**config.mk**
```make
export PLATFORM = sky130hd
export DESIGN_NAME = ama_riscv_hazard_ctrl
export DESIGN_NICKNAME = d
export VERILOG_FILES = /design/src/rtl/ama_riscv_hazard_ctrl_pkg.sv /design/src/rtl/ama_riscv_hazard_sb.sv /design/src/rtl/ama_riscv_hazard_ctrl.sv
export SDC_FILE = /design/constraint.sdc
export NUM_CORES = 1
export LEC_CHECK = 0
export ABC_AREA = 1
export CAP_MARGIN = 20
export CORE_MARGIN = 5
export CORE_UTILIZATION = 54
export DETAILED_ROUTE_END_ITERATION = 16
export MAX_ROUTING_LAYER = met4
export PLACE_DENSITY = 0.85
export SLEW_MARGIN = 15
export SYNTH_ARGS = -nofsm -noshare
export SYNTH_HDL_FRONTEND = slang
export SYNTH_SLANG_ARGS = --single-unit
```
**constraint.sdc**
```tcl
create_clock -name clk -period 4.8 [get_ports clk]
set_input_delay 0.96 -clock clk [delete_from_list [all_inputs] [get_ports clk]]
set_output_delay 0.96 -clock clk [all_outputs]
set_load 0.02 [all_outputs]
```
**src/rtl/ama_riscv_hazard_ctrl_pkg.sv**
```systemverilog
// -----------------------------------------------------------------------------
// ama_riscv_hazard_ctrl_pkg
// Shared types and constants for the hazard controller and its scoreboard.
//   fwd_sel_t   : forwarding source for an EX operand (none / MEM stage / WB stage)
//   sb_entry_t  : one shadow-scoreboard slot {vld, rd, load, mult}
//   src_hit()   : "does this live ID source read the register this slot writes?"
// -----------------------------------------------------------------------------
package ama_riscv_hazard_ctrl_pkg;

  localparam int MULT_LAT_MAX = 7;
  localparam int MULT_CNT_W   = 3;   // holds MULT_LAT_MAX-1
  localparam int SB_ENTRY_W   = 8;

  localparam logic [4:0] RF_X0_ZERO = 5'd0;

  typedef enum logic [1:0] {
    FWD_NONE = 2'd0,
    FWD_MEM  = 2'd1,
    FWD_WB   = 2'd2
  } fwd_sel_t;

  typedef struct packed {
    logic       vld;
    logic [4:0] rd;
    logic       load;
    logic       mult;
  } sb_entry_t;

  // x0 and sources the instruction does not read never create a dependency.
  function automatic logic src_hit(input logic src_en, input logic [4:0] src,
                                   input sb_entry_t e);
    return src_en && (src != RF_X0_ZERO) && e.vld && (e.rd == src);
  endfunction

endpackage

```
**src/rtl/ama_riscv_hazard_sb.sv**
```systemverilog
// -----------------------------------------------------------------------------
// ama_riscv_hazard_sb
// Two-entry shadow scoreboard (EX, MEM) mirroring the writers in flight, plus
// the multiplier occupancy counter and the destination of the last mult.
//   clk, rst_n     : clock, asynchronous active-low reset
//   issue          : ID instruction advances into EX this cycle
//   freeze         : whole pipe holds; nothing here changes
//   id_entry       : sb_entry_t of the ID instruction (vld = rd_we)
//   id_mult        : ID instruction uses the multiplier
//   ex_entry       : slot for the instruction now in EX
//   mem_entry      : slot for the instruction now in MEM
//   mult_cnt       : cycles left until the last mult result is forwardable
//   mult_rd        : destination of the last issued mult (x0 if it writes nothing)
// -----------------------------------------------------------------------------
module ama_riscv_hazard_sb
  import ama_riscv_hazard_ctrl_pkg::*;
#(
  parameter int MULT_LAT = 2   // 1..MULT_LAT_MAX
) (
  input  logic                  clk,
  input  logic                  rst_n,
  input  logic                  issue,
  input  logic                  freeze,
  input  logic [SB_ENTRY_W-1:0] id_entry,
  input  logic                  id_mult,
  output logic [SB_ENTRY_W-1:0] ex_entry,
  output logic [SB_ENTRY_W-1:0] mem_entry,
  output logic [MULT_CNT_W-1:0] mult_cnt,
  output logic [4:0]            mult_rd
);

  localparam logic [MULT_CNT_W-1:0] CNT_INIT = MULT_CNT_W'(MULT_LAT - 1);
  localparam logic [MULT_CNT_W-1:0] CNT_ONE  = MULT_CNT_W'(1);

  sb_entry_t             id_e;
  sb_entry_t             ex_q, ex_d;
  sb_entry_t             mem_q, mem_d;
  logic [MULT_CNT_W-1:0] cnt_q, cnt_d;
  logic [4:0]            mult_rd_q, mult_rd_d;

  assign id_e = sb_entry_t'(id_entry);

  always_comb begin
    ex_d      = ex_q;
    mem_d     = mem_q;
    cnt_d     = cnt_q;
    mult_rd_d = mult_rd_q;
    if (!freeze) begin
      mem_d = ex_q;
      // Anything not issuing (stall, flush, empty ID) becomes a bubble in EX;
      // non-writers are also tracked as empty since nothing can depend on them.
      ex_d  = '0;
      if (issue && id_e.vld) begin
        ex_d = id_e;
      end
      if (issue && id_mult) begin
        cnt_d     = CNT_INIT;
        mult_rd_d = id_e.vld ? id_e.rd : RF_X0_ZERO;
      end else if (cnt_q != '0) begin
        cnt_d = cnt_q - CNT_ONE;
      end
    end
  end

  always_ff @(posedge clk or negedge rst_n) begin
    if (!rst_n) begin
      ex_q      <= '0;
      mem_q     <= '0;
      cnt_q     <= '0;
      mult_rd_q <= RF_X0_ZERO;
    end else begin
      ex_q      <= ex_d;
      mem_q     <= mem_d;
      cnt_q     <= cnt_d;
      mult_rd_q <= mult_rd_d;
    end
  end

  assign ex_entry  = ex_q;
  assign mem_entry = mem_q;
  assign mult_cnt  = cnt_q;
  assign mult_rd   = mult_rd_q;

endmodule

```
**src/rtl/ama_riscv_hazard_ctrl.sv**
```systemverilog
// -----------------------------------------------------------------------------
// ama_riscv_hazard_ctrl
// Pipeline sequencer between ID and EX/MEM/WB: detects load-use and multiplier
// hazards for the ID instruction, generates stall/bubble/flush/freeze, gates the
// frontend PC write and registers the EX operand forwarding selects.
// Ports:
//   clk, rst_n                 clock, asynchronous active-low reset
//   id_valid, id_rs1, id_rs2,  ID instruction, its sources and destination
//   id_rd, id_has_reg          {rd,rs1,rs2} usage flags from the decoder
//   id_rd_we, id_load, id_mult writer / load / multiplier (incl. SIMD dot)
//   dec_pc_we                  decoder's frontend PC write request
//   ex_redirect                taken branch/jump resolved in EX
//   dmem_busy, imem_busy       memory wait states
//   pc_we, stall_id, bubble_ex, flush_id, freeze   pipeline controls
//   fwd_rs1_sel, fwd_rs2_sel   fwd_sel_t for the instruction in EX
// Optional build macro HAZARD_PERF_CNT_EN adds saturating 32-bit event counters
//   cnt_load_use, cnt_mult_stall, cnt_freeze, cnt_flush.
// Priority: freeze > ex_redirect > stall_id > imem_busy.
// -----------------------------------------------------------------------------
module ama_riscv_hazard_ctrl
  import ama_riscv_hazard_ctrl_pkg::*;
#(
  parameter int MULT_LAT = 2   // 1..MULT_LAT_MAX
) (
  input  logic        clk,
  input  logic        rst_n,
  input  logic        id_valid,
  input  logic [4:0]  id_rs1,
  input  logic [4:0]  id_rs2,
  input  logic [4:0]  id_rd,
  input  logic [2:0]  id_has_reg,
  input  logic        id_rd_we,
  input  logic        id_load,
  input  logic        id_mult,
  input  logic        dec_pc_we,
  input  logic        ex_redirect,
  input  logic        dmem_busy,
  input  logic        imem_busy,
  output logic        pc_we,
  output logic        stall_id,
  output logic        bubble_ex,
  output logic        flush_id,
  output logic        freeze,
  output logic [1:0]  fwd_rs1_sel,
  output logic [1:0]  fwd_rs2_sel
`ifdef HAZARD_PERF_CNT_EN
  ,
  output logic [31:0] cnt_load_use,
  output logic [31:0] cnt_mult_stall,
  output logic [31:0] cnt_freeze,
  output logic [31:0] cnt_flush
`endif
);

  localparam logic [MULT_CNT_W-1:0] CNT_ONE = MULT_CNT_W'(1);

  sb_entry_t             id_e;
  logic [SB_ENTRY_W-1:0] ex_raw, mem_raw;
  sb_entry_t             ex_e, mem_e;
  logic [MULT_CNT_W-1:0] mult_cnt;
  logic [4:0]            mult_rd;
  logic                  issue;

  assign id_e = '{vld: id_rd_we, rd: id_rd, load: id_load, mult: id_mult};

  ama_riscv_hazard_sb #(
    .MULT_LAT (MULT_LAT)
  ) u_sb (
    .clk       (clk),
    .rst_n     (rst_n),
    .issue     (issue),
    .freeze    (freeze),
    .id_entry  (id_e),
    .id_mult   (id_mult),
    .ex_entry  (ex_raw),
    .mem_entry (mem_raw),
    .mult_cnt  (mult_cnt),
    .mult_rd   (mult_rd)
  );

  assign ex_e  = sb_entry_t'(ex_raw);
  assign mem_e = sb_entry_t'(mem_raw);

  // ---------------------------------------------------------------------------
  // Per-source hazard and forwarding (index 0 = rs1, 1 = rs2)
  // ---------------------------------------------------------------------------
  logic [1:0]  src_en;
  logic [9:0]  src_addr;
  logic [1:0]  load_use_src;
  logic [1:0]  mult_use_src;
  logic [3:0]  fwd_d;

  assign src_en   = {id_has_reg[0], id_has_reg[1]};
  assign src_addr = {id_rs2, id_rs1};

  genvar gi;
  generate
    for (gi = 0; gi < 2; gi++) begin : g_src
      logic [4:0] addr;
      logic       hit_ex;
      logic       hit_mem;

      assign addr    = src_addr[gi*5 +: 5];
      assign hit_ex  = src_hit(src_en[gi], addr, ex_e);
      assign hit_mem = src_hit(src_en[gi], addr, mem_e);

      assign load_use_src[gi] = hit_ex && ex_e.load;
      assign mult_use_src[gi] = src_en[gi] && (addr != RF_X0_ZERO) &&
                                (addr == mult_rd) && (mult_cnt != '0);

      // The EX producer is one stage younger than MEM, so it wins.
      assign fwd_d[gi*2 +: 2] = hit_ex  ? FWD_MEM :
                                hit_mem ? FWD_WB  : FWD_NONE;
    end
  endgenerate

  logic load_use;
  logic mult_use;
  logic mult_struct;

  assign load_use    = |load_use_src;
  assign mult_use    = |mult_use_src;
  assign mult_struct = id_mult && (mult_cnt > CNT_ONE);

  // A redirect kills the ID instruction, so any hazard it had is moot.
  assign stall_id  = id_valid && (load_use || mult_use || mult_struct) && !ex_redirect;
  assign bubble_ex = stall_id;
  assign flush_id  = ex_redirect;
  assign freeze    = dmem_busy;
  assign pc_we     = !freeze && (ex_redirect || (dec_pc_we && !stall_id && !imem_busy));
  assign issue     = id_valid && !stall_id && !freeze && !flush_id;

  // ---------------------------------------------------------------------------
  // Forwarding selects follow the instruction into EX; held otherwise.
  // ---------------------------------------------------------------------------
  logic [1:0] fwd_rs1_q, fwd_rs2_q;

  always_ff @(posedge clk or negedge rst_n) begin
    if (!rst_n) begin
      fwd_rs1_q <= FWD_NONE;
      fwd_rs2_q <= FWD_NONE;
    end else if (issue) begin
      fwd_rs1_q <= fwd_d[1:0];
      fwd_rs2_q <= fwd_d[3:2];
    end
  end

  assign fwd_rs1_sel = fwd_rs1_q;
  assign fwd_rs2_sel = fwd_rs2_q;

  // Slot fields carried for a complete entry but not needed by these rules.
  logic unused_fields;
  assign unused_fields = ^{ex_e.mult, mem_e.load, mem_e.mult, id_has_reg[2]};

`ifdef HAZARD_PERF_CNT_EN
  // ---------------------------------------------------------------------------
  // Event counters: one count per cycle of cause; frozen cycles only count as
  // freeze. Saturate instead of wrapping.
  // ---------------------------------------------------------------------------
  logic [3:0]       perf_inc;
  logic [3:0][31:0] perf_cnt;

  assign perf_inc[0] = !freeze && id_valid && load_use && !ex_redirect;
  assign perf_inc[1] = !freeze && id_valid && (mult_use || mult_struct) && !ex_redirect;
  assign perf_inc[2] = freeze;
  assign perf_inc[3] = !freeze && ex_redirect;

  generate
    for (gi = 0; gi < 4; gi++) begin : g_perf
      logic [31:0] cnt_q;
      always_ff @(posedge clk or negedge rst_n) begin
        if (!rst_n) begin
          cnt_q <= '0;
        end else if (perf_inc[gi] && (cnt_q != '1)) begin
          cnt_q <= cnt_q + 32'd1;
        end
      end
      assign perf_cnt[gi] = cnt_q;
    end
  endgenerate

  assign cnt_load_use   = perf_cnt[0];
  assign cnt_mult_stall = perf_cnt[1];
  assign cnt_freeze     = perf_cnt[2];
  assign cnt_flush      = perf_cnt[3];
`endif

endmodule

```
* Word level (Yosys, flattened, before mapping)
Index checks and enable logic that the tools add are counted.
Widths: inputs -> output; s select.
** Storage, ports and cells
- Output and inout port bits :: 9
- Memories kept :: 0
- Bits in registers :: 25
- Input port bits :: 28
- Bits in latches :: 0
- Word-level logic and storage cells :: 68
- Bits in read-only memories :: 0
- RAM bits :: 0
** Cells by class
- Divide/modulo/power cells :: 0
- Bitwise logic cells :: 1
- Magnitude comparators :: 1
- Shifts and indexed selects :: 0
- Muxes and demuxes :: 8
- Eq/ne operators :: 6
- Reduce and logical (&&, ||, !) cells :: 42
- Multipliers :: 0
- Add/sub/neg operators :: 1
** Operators by type and width (count)
- $eq 5x5->1 :: 6
- $logic_and 1x1->1 :: 27
- $reduce_bool 5->1 :: 2
- $mux 2 :: 4
- $mux 8 :: 1
- $mux 3 :: 2
- $mux 5 :: 1
- $logic_not 1->1 :: 4
- $reduce_and 2->1 :: 2
- $reduce_or 2->1 :: 2
- $gt 3x1->1 const B :: 1
- $logic_or 1x1->1 :: 3
- $reduce_bool 3->1 :: 1
- $sub 3x1->3 const B :: 1
- $reduce_bool 2->1 :: 1
- $not 1->1 :: 1

* Longest topological paths before layout
Gate-level depths: netlist of the first run.
- Depth after elaboration :: 17
- Gate-level depth with buffers :: 13
- Mapped depth without buffers :: 13

* Cells and area by module
From an unflattened synthesis of the first run, not the netlist that was laid out.
** Unflattened totals
- Cell total of the unflattened synthesis :: 270
- Area total of the unflattened synthesis :: 1891.8 um^2
** Modules (own cells, without submodules)
- ama_riscv_hazard_sb :: sequential area each 600.6 um^2, instances 1, area an instance 1018.5 um^2, cells each 111
- ama_riscv_hazard_ctrl :: sequential area each 100.1 um^2, instances 1, area an instance 873.3 um^2, cells each 159

* Worst setup path before layout of the first run
No wires, ideal clock.
- Path type :: input port to output port
- From :: in id_rs1[3]
- To :: out pc_we
- Cell stages on the path :: 11
- Data required time :: 3.840 ns
- Data arrival time :: 2.072 ns
- Path slack :: 1.768 ns
- Cells stage by stage :: inv_2 -> nand3_1 -> o21ai_1 -> inv_1 -> nand3_1 -> nand2_2 -> nor2_4 -> nand2_1 -> nand3_1 -> nand2_1 -> a21oi_1
** On the way
- Word-level cells in the longest chain between the ends :: 15
** Ends and longest elaborated chain
- from (decl) :: RTL line ama_riscv_hazard_ctrl.sv:28 : input logic [4:0] id_rs1,
- $reduce_bool 5->1 :: RTL line ama_riscv_hazard_ctrl_pkg.sv:32, ama_riscv_hazard_ctrl.sv:108
- $logic_and 1x1->1 :: RTL line ama_riscv_hazard_ctrl_pkg.sv:32, ama_riscv_hazard_ctrl.sv:108
- $logic_and 1x1->1 (2 in series) :: RTL line ama_riscv_hazard_ctrl_pkg.sv:32 : return src_en && (src != RF_X0_ZERO) && e.vld && (e.rd == src);
- $logic_and 1x1->1 :: RTL line ama_riscv_hazard_ctrl.sv:107 : assign load_use_src[gi] = hit_ex && ex_e.load;
- $reduce_or 2->1 :: RTL line ama_riscv_hazard_ctrl.sv:121 : assign load_use = |load_use_src;
- $logic_or 1x1->1 (*) (2 in series) :: RTL line ama_riscv_hazard_ctrl.sv:126 : assign stall_id = id_valid && (load_use || mult_use || mult_struct) && !ex_redirect;
- $logic_and 1x1->1 (*) (2 in series) :: RTL line ama_riscv_hazard_ctrl.sv:126
- $logic_not 1->1 (*) :: RTL line ama_riscv_hazard_ctrl.sv:130 : assign pc_we = !freeze && (ex_redirect || (dec_pc_we && !stall_id && !imem_busy));
- $logic_and 1x1->1 (*) (2 in series) :: RTL line ama_riscv_hazard_ctrl.sv:130
- $logic_or 1x1->1 (*) :: RTL line ama_riscv_hazard_ctrl.sv:130
- $logic_and 1x1->1 (*) :: RTL line ama_riscv_hazard_ctrl.sv:130
- to (decl) :: RTL line ama_riscv_hazard_ctrl.sv:39 : output logic pc_we,
Mark *: on every way between the ends. The rest lies on a longest branch, timed or not.

* Final worst setup path of the first run
- From :: in id_rs2[0]
- To :: out pc_we
** On the way
- Word-level cells in the longest chain between the ends :: 15
** Ends and longest elaborated chain
- from (decl) :: RTL line ama_riscv_hazard_ctrl.sv:29 : input logic [4:0] id_rs2,
- $reduce_bool 5->1 :: RTL line ama_riscv_hazard_ctrl_pkg.sv:32, ama_riscv_hazard_ctrl.sv:108
- $logic_and 1x1->1 :: RTL line ama_riscv_hazard_ctrl_pkg.sv:32, ama_riscv_hazard_ctrl.sv:108
- $logic_and 1x1->1 (2 in series) :: RTL line ama_riscv_hazard_ctrl_pkg.sv:32
- $logic_and 1x1->1 :: RTL line ama_riscv_hazard_ctrl.sv:107
- $reduce_or 2->1 :: RTL line ama_riscv_hazard_ctrl.sv:121
- $logic_or 1x1->1 (*) (2 in series) :: RTL line ama_riscv_hazard_ctrl.sv:126
- $logic_and 1x1->1 (*) (2 in series) :: RTL line ama_riscv_hazard_ctrl.sv:126
- $logic_not 1->1 (*) :: RTL line ama_riscv_hazard_ctrl.sv:130
- $logic_and 1x1->1 (*) (2 in series) :: RTL line ama_riscv_hazard_ctrl.sv:130
- $logic_or 1x1->1 (*) :: RTL line ama_riscv_hazard_ctrl.sv:130
- $logic_and 1x1->1 (*) :: RTL line ama_riscv_hazard_ctrl.sv:130
Marked as above.

==> results.py, run 1 <==
metrics = {
    "pwr": {
        "power.density_mw_per_mm2": 296,
        "vdd_drop_max_mv": 0.250,
        "power_w": 0.000595,
        "p_leak_nw": 0.989,
    },
    "cts": {
        "h-tree-depth": 1,
        "clock_path_buffers": 2,
        "cts_sinks": 25,
        "cts_resized": 0,
        "cts-root-buf": "clkbuf_4",
        "clk_latency_ns": 0.32,
        "postCtsSetupBuffers": 0,
        "numCtsBuffers": 3,
        "path_clk_slew_ns": 0.13,
        "cts_tree": "done",
        "cts_hold_buffers": 0,
    },
    "sta": {
        "period_share_pct": 86.5,
        "timing.fmax_mhz": 241,
        "fin_worst_skew_ns": 0.00602,
        "rsz0062_at_grt": "false",
        "slew_violations": 0,
        "maxSlewHeadroom_pct": 60.6,
        "fin_crit_ns": 4.15,
        "tns_ns": 0,
        "setup_viol_count_final": 0,
        "setup_slack_ns": 0.649,
        "max_slew.worst_pin.slew_ns": 0.588,
        "hold_viol": 0,
    },
    "run": {
        "drv_cap": 0,
    },
    "setup_path": {
        "worst-setup-path-type": "input pin to output pin",
        "end_kind": "output pin",
        "startpoint_type": "input pin",
        "path_common_cell": "nand2_1",
        "cp_slowest_cell": "clkdlybuf4s50_1",
        "crit_required_ns": 3.84,
        "path_cells": "clkdlybuf4s50_1 -> nor2_1 -> nand3b_1 -> nand2_1 -> inv_1 -> nand3_1 -> nand2_1 -> nand2_2 -> nand2_1 -> nand3_1 -> nand2_1 -> a21oi_1 -> clkdlybuf4s50_1",
        "worst-path-max-fanout": 5,
        "slowest_delay_ns": 0.62,
        "worstPathArrival_ns": 3.19,
    },
    "synth": {
        "synth_cell_type_count": 29,
        "synthTopCellsByCount": "nand2_1, inv_1, dfrtp_1",
        "synth_ff_type": "dfrtp_1",
        "synth-seq-area-share_pct": 39.0,
        "synth_nets": 247,
        "yosysTopAreaCell": "dfrtp_1",
        "yosysMostFrequentCell": "nand2_1",
        "yosys-top-cells-area": "dfrtp_1, nand2_1, inv_1, xor2_1, xnor2_1",
        "synth_edf_count": 0,
        "syn_area_mm2": 0.00160,
        "netlist.area_leader.share_pct": 39.0,
        "avgSynthCellArea_um2": 7.43,
        "netlist_instances": 216,
        "ys_warn_count": 0,
        "synth-seq-cells": 25,
        "synthArstFlopShare_pct": 100,
    },
    "grt": {
        "antenna_found_initial": 0,
        "gr-total-overflow": 0,
        "grt_first_pass_wirelength_um": 6670,
        "grt_max_degree": 21,
        "grt.total_usage_pct": 20.5,
        "first_global_vias": 1480,
    },
    "placement": {
        "post-place-ws_ns": 0.661,
        "place_hpwl_um": 2980,
        "postPlaceCellArea_mm2": 0.00199,
        "port_buffers": 35,
        "gp_congestion": 0.864,
    },
    "status": {
        "status": "finished, final reports clean",
    },
    "detailed_routing": {
        "dr.first_iter.drc_count": 124,
        "drtPass1Iterations": 5,
        "postRouteAntennaNets": 0,
        "drcViolationCount": 0,
        "post_drt_wl_per_cell_um": 13.3,
        "wl_um": 3750,
        "viasPerCell": 5.25,
        "vias": 1485,
    },
    "die": {
        "die-area_mm2": 0.00416,
        "die_w_um": 64.5,
        "initial_core_util_pct": 57.2,
        "core_area_mm2": 0.00281,
        "io_pins": 37,
        "row_count": 19,
        "die_h_um": 64.5,
    },
    "final_layout": {
        "drive_gt1_share_pct": 6.35,
        "design_area_mm2": 0.00201,
        "nNetsFinal": 284,
        "antenna_cells": 0,
        "syn2layout_area_growth_pct": 25.4,
    },
    "hold_path": {
        "hold_path.class": "flop to flop",
    },
}
-- registers in the layout, summed over array words and instances, names as in the netlist --
| signal | flops |
|---|---|
| fwd_rs1_sel | 2 |
| fwd_rs2_sel | 2 |
| u_sb.ex_entry | 7 |
| u_sb.mem_entry | 6 |
| u_sb.mult_cnt | 3 |
| u_sb.mult_rd | 5 |
-- placed cells by master, fill, tap and decap left out, drive strengths merged --
master / Yosys / layout
nand3: 11 / 11
ha: 3 / 3
o31ai: 1 / 1
nand3b: 1 / 1
o211ai: 2 / 2
inv: 29 / 29
nor4: 1 / 1
o22ai: 3 / 3
nand4: 5 / 5
nor2: 19 / 19
clkdlybuf4s50: 0 / 35
xnor2: 8 / 8
buf: 3 / 2
nand2: 70 / 70
nor3: 1 / 1
o2111ai: 1 / 1
clkbuf: 2 / 4
a21oi: 4 / 4
o21ai: 16 / 16
xor2: 9 / 9
dfrtp: 25 / 25
or2: 2 / 2
-- where the power goes --
| group | switching [W] | internal (W) |
|---|---|---|
| combinational | 0.000123 | 0.0000994 |
| clock | 0.0000642 | 0.0000326 |
| sequential | 0.0000336 | 0.000242 |
-- worst max-delay path, delay by kind of cell --
family / cells / cell delay, ns
buf+inv: 3 / 1.21
simple gates: 9 / 0.87
compound gates: 1 / 0.13
-- per-layer routing --
metal / track usage, % / up-vias / part of all wire, %
met2: 33.2 / 46 / 49
met5: - / - / 0
met1: 26.3 / 677 / 42
met3: 3.80 / 6 / 7.1
met4: 5.80 / 0 / 1.4
li1: - / 756 / -
-- stage by stage --
stage / util, % / hold WS [ns] / instances
CTS: 71.7 / 0.503 / 283
global placement: 70.2 / 0.462 / 278
detailed placement: 70.8 / 0.471 / 279
global route: 71.7 / 0.542 / 283
floorplan: - / 0.442 / 216
finish: 71.7 / 0.497 / 283
-- area by class of cell --
class                   instances  area [um2]
well taps                      31        38.8
clock buffers                   4        26.3
inverters                      29         109
fillers                       239         793
flip-flops and latches         25         626
multi-input cells             157         840
repair buffers                 37         373
-- cell families after synthesis --
family,synth area share (%)
and+or+nand+nor,31.1
DFF,39.0
AOI/OAI and AO/OA,9.59
buffers and inverters,8.66
xor gates and xnor gates,9.28
adders and majority gates,2.34
-- final timing paths --
| check | start | endpoint | slack (ns) | cells past startpoint |
|---|---|---|---|---|
| min in group asynchronous | rst_n | u_sb.mem_entry[5] | 0.99 | 1 |
| worst max register to register | u_sb.mult_cnt[0] | u_sb.mult_cnt[0] | 2.82 | 13 |
| worst min-delay path | fwd_rs2_sel[0] | fwd_rs2_sel[0] | 0.50 | 2 |
| worst max-delay path | id_rs2[0] | pc_we | 0.65 | 13 |
| max in group asynchronous | rst_n | u_sb.mult_cnt[2] | 3.30 | 2 |
| worst min register to register | fwd_rs2_sel[0] | fwd_rs2_sel[0] | 0.50 | 2 |
Power figures use the tool's default switching activity.
==> inputs of run 2 (changes only) <==
==> constraint.sdc (replaced) <==
create_clock -name clk -period 4.8 [get_ports clk]
set_input_delay 0.96 -clock clk [delete_from_list [all_inputs] [get_ports clk]]
set_output_delay 0.96 -clock clk [all_outputs]
set_load 0.1 [all_outputs]
==> run 2 against run 1 <==
Fmax rose by 7.8%. Largest cell class unchanged. Clock power increased by 1%. Sequential power about the same. Non-clock buffer count stayed put. Critical path depth unchanged. Global-route usage shrank 0.25 points.
==> results.py, run 2 (synthesis results as in run 1) <==
metrics = {
    "cts": {
        "cts_sinks": 25,
        "postCtsSetupBuffers": 0,
        "cts-root-buf": "clkbuf_4",
        "clk_latency_ns": 0.32,
        "clock_path_buffers": 2,
        "numCtsBuffers": 3,
        "cts_tree": "done",
        "cts_hold_buffers": 0,
        "path_clk_slew_ns": 0.14,
        "h-tree-depth": 1,
        "cts_resized": 0,
    },
    "setup_path": {
        "worst-path-max-fanout": 4,
        "crit_required_ns": 3.84,
        "worstPathArrival_ns": 2.89,
        "worst-setup-path-type": "input pin to output pin",
        "ff2ff_path_depth": 13,
        "end_kind": "output pin",
        "startpoint_type": "input pin",
        "regToRegEndpoint": "u_sb.mult_cnt[0]",
        "reg2reg_slack_ns": 2.82,
        "r2r_start": "u_sb.mult_cnt[0]",
    },
    "final_layout": {
        "postLayoutCoreUtil_pct": 71.4,
        "most-common-layout-cells": "nand2_1, clkdlybuf4s50_1, inv_1",
        "fillCellCount": 256,
        "nNetsFinal": 284,
        "antenna_cells": 0,
        "mostFrequentLayoutCell": "nand2_1",
        "design_area_mm2": 0.00200,
        "largest_reg_flops": 7,
        "multiInputGateArea_um2": 840,
        "regArea_um2": 626,
        "syn2layout_area_growth_pct": 24.9,
        "drive_gt1_share_pct": 8.33,
    },
    "sta": {
        "whs_ns": 0.497,
        "fin_worst_skew_ns": 0.00182,
        "hold_viol": 0,
        "rsz0062_at_grt": "false",
        "fin_crit_ns": 3.85,
        "max_slew.worst_pin.slew_ns": 0.978,
        "period_share_pct": 80.2,
        "slew_violations": 0,
        "tns_ns": 0,
        "timing.fmax_mhz": 260,
        "setup_viol_count_final": 0,
        "maxSlewHeadroom_pct": 34.6,
    },
    "grt": {
        "grt_max_degree": 21,
        "grt_first_pass_wirelength_um": 6540,
        "grt.total_usage_pct": 20.2,
        "gr-total-overflow": 0,
        "first_global_vias": 1456,
        "antenna_found_initial": 0,
    },
    "pwr": {
        "power.density_mw_per_mm2": 309,
        "p_leak_nw": 0.998,
        "vdd_drop_max_mv": 0.243,
    },
    "placement": {
        "postPlaceCellArea_mm2": 0.00198,
        "port_buffers": 35,
        "place_hpwl_um": 3010,
        "gp_congestion": 0.875,
    },
    "hold_path": {
        "holdCritStartpoint": "u_sb.mult_cnt[1]",
        "hold_path.class": "flop to flop",
        "min_delay_path_depth": 2,
        "hold_path_end": "u_sb.mult_cnt[1]",
    },
    "die": {
        "row_count": 19,
        "initial_core_util_pct": 57.2,
        "die_w_um": 64.5,
        "core_area_mm2": 0.00281,
        "die_h_um": 64.5,
        "io_pins": 37,
        "die-area_mm2": 0.00416,
    },
    "detailed_routing": {
        "postRouteAntennaNets": 0,
        "viasPerCell": 5.22,
        "drcViolationCount": 0,
        "post_drt_wl_per_cell_um": 13.3,
        "dr.first_iter.drc_count": 137,
        "vias": 1476,
        "drtPass1Iterations": 4,
        "wl_um": 3770,
    },
    "run": {
        "drv_cap": 0,
    },
    "status": {
        "status": "finished, final reports clean",
    },
}
[run 2: cell types whose count changed in the layout (fill, tap and decap cells not counted), sizes merged]
cell	change
clkbuf	-1
clkdlybuf4s50	-4
buf	+4
clkinv	+1
[run 2: worst max-delay path, stage by stage]
cell	delay, ns
clkdlybuf4s50_1	0.53
nor2_1	0.15
nand3b_1	0.09
nand2_1	0.09
inv_1	0.07
nand3_1	0.13
nand2_1	0.10
nand2_2	0.12
nand2_1	0.07
nand3_1	0.09
nand2_1	0.06
a21oi_1	0.12
buf_4	0.31
[run 2: cell type report]
class | instances | share of cell area, %
clock buffers | 3 | 1.12
clock inverters | 1 | 0.250
inverters | 29 | 5.43
multi-input cells | 157 | 41.9
flip-flops and latches | 25 | 31.2
well taps | 31 | 1.94
repair buffers | 37 | 18.1
[run 2: per-stage QoR]
step,std cells,worst slack [ns],total power [W]
3_5_place_dp,279,0.979,0.000525
5_1_grt,283,0.760,0.000668
4_1_cts,283,0.951,0.000625
3_3_place_gp,278,1.02,0.000512
6_report,283,0.951,0.000619
2_1_floorplan,216,0.653,0.000453
[run 2: worst max-delay path by stage]
| stage | slack, ns | from | endpoint | cells after the start |
|---|---|---|---|---|
| after floorplan | 0.65 | id_rs1[3] | pc_we | 11 |
| after global placement | 1.02 | id_rs2[0] | pc_we | 13 |
| after detailed placement | 0.98 | id_rs2[2] | pc_we | 13 |
| after CTS | 0.95 | id_rs2[2] | pc_we | 13 |
| after global routing | 0.76 | id_rs2[2] | pc_we | 13 |
| final | 0.95 | id_rs2[2] | pc_we | 13 |
[run 2: power by group]
group	internal, W	switching [W]	total (W)
Combinational	0.0000982	0.000148	0.000246
Sequential	0.000242	0.0000322	0.000274
Clock	0.0000313	0.0000669	0.0000982
[run 2: layer usage]
layer | wire [um] | global-route usage, % | part of all wire [%]
met1 | 1660 | 25.2 | 44
met2 | 1880 | 34.0 | 50
met3 | 222 | 3.97 | 5.9
met4 | 18 | 4.75 | 0.48
met5 | 0 | - | 0
==> inputs of run 3 (changes only) <==
--- a/config.mk
+++ b/config.mk
@@ -8,10 +8,10 @@
 export ABC_AREA = 1
 export CAP_MARGIN = 20
 export CORE_MARGIN = 5
-export CORE_UTILIZATION = 54
+export CORE_UTILIZATION = 50
 export DETAILED_ROUTE_END_ITERATION = 16
 export MAX_ROUTING_LAYER = met4
-export PLACE_DENSITY = 0.85
+export PLACE_DENSITY = 0.8
 export SLEW_MARGIN = 15
 export SYNTH_ARGS = -nofsm -noshare
 export SYNTH_HDL_FRONTEND = slang
==> constraint.sdc (replaced) <==
create_clock -name clk -period 4 [get_ports clk]
set_input_delay 0.8 -clock clk [delete_from_list [all_inputs] [get_ports clk]]
set_output_delay 0.8 -clock clk [all_outputs]
set_load 0.1 [all_outputs]
==> run 3 against run 2 <==
Cell count is 4.6% higher. Combinational power is 22% higher. Global-route usage is 1.4 points lower. Total power is 21% higher. Core utilization is 4.9 points lower. Wire length is 2.4% higher. Sequential cell count stayed put. Sequential power is 20% higher. Via count is 0.34% lower. Worst setup slack worse by 0.49 ns. Critical path type unchanged. Largest power group unchanged.
==> results.py, run 3 (synthesis results as in run 1) <==
metrics = {
    "detailed_routing": {
        "dr.first_iter.drc_count": 74,
        "drcViolationCount": 0,
        "wl_um": 3870,
        "viasPerCell": 4.97,
        "drtPass1Iterations": 4,
        "vias": 1471,
        "postRouteAntennaNets": 0,
        "post_drt_wl_per_cell_um": 13.1,
    },
    "die": {
        "row_count": 20,
        "die_w_um": 66.6,
        "core_area_mm2": 0.00308,
        "die-area_mm2": 0.00444,
        "die_h_um": 66.6,
        "initial_core_util_pct": 52.1,
        "io_pins": 37,
    },
    "cts": {
        "numCtsBuffers": 3,
        "cts_tree": "done",
        "postCtsSetupBuffers": 0,
        "clk_latency_ns": 0.33,
        "cts-root-buf": "clkbuf_4",
        "cts_resized": 0,
        "cts_sinks": 25,
        "h-tree-depth": 1,
        "clock_path_buffers": 2,
        "path_clk_slew_ns": 0.14,
        "cts_hold_buffers": 0,
    },
    "sta": {
        "tns_ns": 0,
        "slew_violations": 0,
        "timing.fmax_mhz": 282,
        "max_slew.worst_pin.slew_ns": 0.971,
        "fin_crit_ns": 3.54,
        "maxSlewHeadroom_pct": 35.1,
        "fin_worst_skew_ns": 0.0124,
        "rsz0062_at_grt": "false",
        "hold_viol": 0,
        "period_share_pct": 88.6,
        "setup_slack_ns": 0.457,
        "setup_viol_count_final": 0,
    },
    "final_layout": {
        "regArea_um2": 626,
        "finalNonFillerCells": 296,
        "antenna_cells": 0,
        "design_area_mm2": 0.00205,
        "fillCellCount": 279,
        "largest_reg_flops": 7,
        "drive_gt1_share_pct": 8.73,
        "multiInputGateArea_um2": 840,
        "mostFrequentLayoutCell": "nand2_1",
        "syn2layout_area_growth_pct": 27.6,
        "nNetsFinal": 284,
        "most-common-layout-cells": "nand2_1, clkdlybuf4s50_1, inv_1",
    },
    "placement": {
        "dp_cells": 292,
        "postPlaceCellArea_mm2": 0.00202,
        "place_hpwl_um": 3050,
        "port_buffers": 35,
        "gp_congestion": 0.867,
        "post-place-ws_ns": 0.485,
    },
    "pwr": {
        "p_leak_nw": 1.01,
        "vdd_drop_max_mv": 0.284,
        "power.density_mw_per_mm2": 366,
    },
    "setup_path": {
        "ff2ff_path_depth": 13,
        "crit_buf_inv": 3,
        "end_kind": "output pin",
        "reg2reg_slack_ns": 2.05,
        "crit_family": "simple AND/OR/NAND/NOR gates",
        "crit_required_ns": 3.20,
        "worstPathArrival_ns": 2.74,
        "path_cells": "clkdlybuf4s50_1 -> nor2_1 -> nand3b_1 -> nand2_1 -> inv_1 -> nand3_1 -> nand2_1 -> nand2_2 -> nand2_1 -> nand3_1 -> nand2_1 -> a21oi_1 -> buf_12",
        "critPathLaunch": "id_rs2[3]",
        "slowest_delay_ns": 0.55,
        "startpoint_type": "input pin",
        "r2r_start": "u_sb.mult_cnt[1]",
        "regToRegEndpoint": "u_sb.mult_cnt[0]",
        "cp_slowest_cell": "clkdlybuf4s50_1",
        "path_common_cell": "nand2_1",
        "worst-path-max-fanout": 5,
        "worst-setup-path-type": "input pin to output pin",
    },
    "hold_path": {
        "min_delay_path_depth": 2,
        "hold_path_end": "fwd_rs2_sel[1]",
        "holdCritStartpoint": "fwd_rs2_sel[1]",
        "hold_path.class": "flop to flop",
    },
    "run": {
        "drv_cap": 0,
    },
    "grt": {
        "gr-total-overflow": 0,
        "grt_first_pass_wirelength_um": 6220,
        "grt.total_usage_pct": 18.8,
        "grt_max_degree": 26,
        "first_global_vias": 1351,
        "antenna_found_initial": 0,
    },
    "status": {
        "status": "finished, final reports clean",
    },
}
==> run 3: changes by cell type in the layout (fill, tap and decap cells not counted), sizes merged <==
cell and delta:
buf +1, clkdlybuf4s50 -1
==> run 3: how the worst max path moves through the flow <==
| stage | to | slack (ns) | cells past startpoint |
|---|---|---|---|
| floorplan | pc_we | 0.17 | 11 |
| global placement | pc_we | 0.51 | 13 |
| detailed placement | pc_we | 0.49 | 13 |
| CTS | pc_we | 0.47 | 13 |
| global route | pc_we | 0.30 | 13 |
| finish | pc_we | 0.46 | 13 |
==> run 3: worst register-to-register path: stages, from the launching register on <==
cell and delay (ns):
dfrtp_1 0.41, inv_1 0.12, ha_1 0.16, inv_1 0.04
nor2_1 0.12, inv_1 0.11, nand4_1 0.13, nand2_2 0.07
nor2_4 0.13, nand4_2 0.24, nand2_1 0.16, nand2_1 0.08
nand2_1 0.07, nand2_1 0.04
==> run 3: stage by stage <==
stage	utilization, %	power [W]	hold WS (ns)
floorplan	-	0.000543	0.442
global placement	65.6	0.000626	0.457
detailed placement	65.6	0.000635	0.469
CTS	66.5	0.000753	0.502
global route	66.5	0.000807	0.537
finish	66.5	0.000750	0.496
==> run 3: area by class of cell <==
class | instances | area share (%)
inverter | 29 | 5.32
tap | 44 | 2.69
clock inverter | 1 | 0.244
sequential | 25 | 30.6
multi-input combinational | 157 | 41.0
timing repair buffer | 37 | 19.1
clock buffer | 3 | 1.10
==> run 3: where the power goes <==
part	internal (W)	leakage (nW)	total (W)	switching, W
clock network	0.0000375	0.0177	0.000119	0.0000811
logic	0.000125	0.650	0.000301	0.000176
registers	0.000290	0.338	0.000330	0.0000398
==> run 3: metal layers <==
| layer | GRT usage, % | share of wire (%) |
|---|---|---|
| met1 | 24.8 | 46 |
| met2 | 30.1 | 48 |
| met3 | 2.87 | 3.7 |
| met4 | 5.33 | 1.4 |
| met5 | - | 0 |
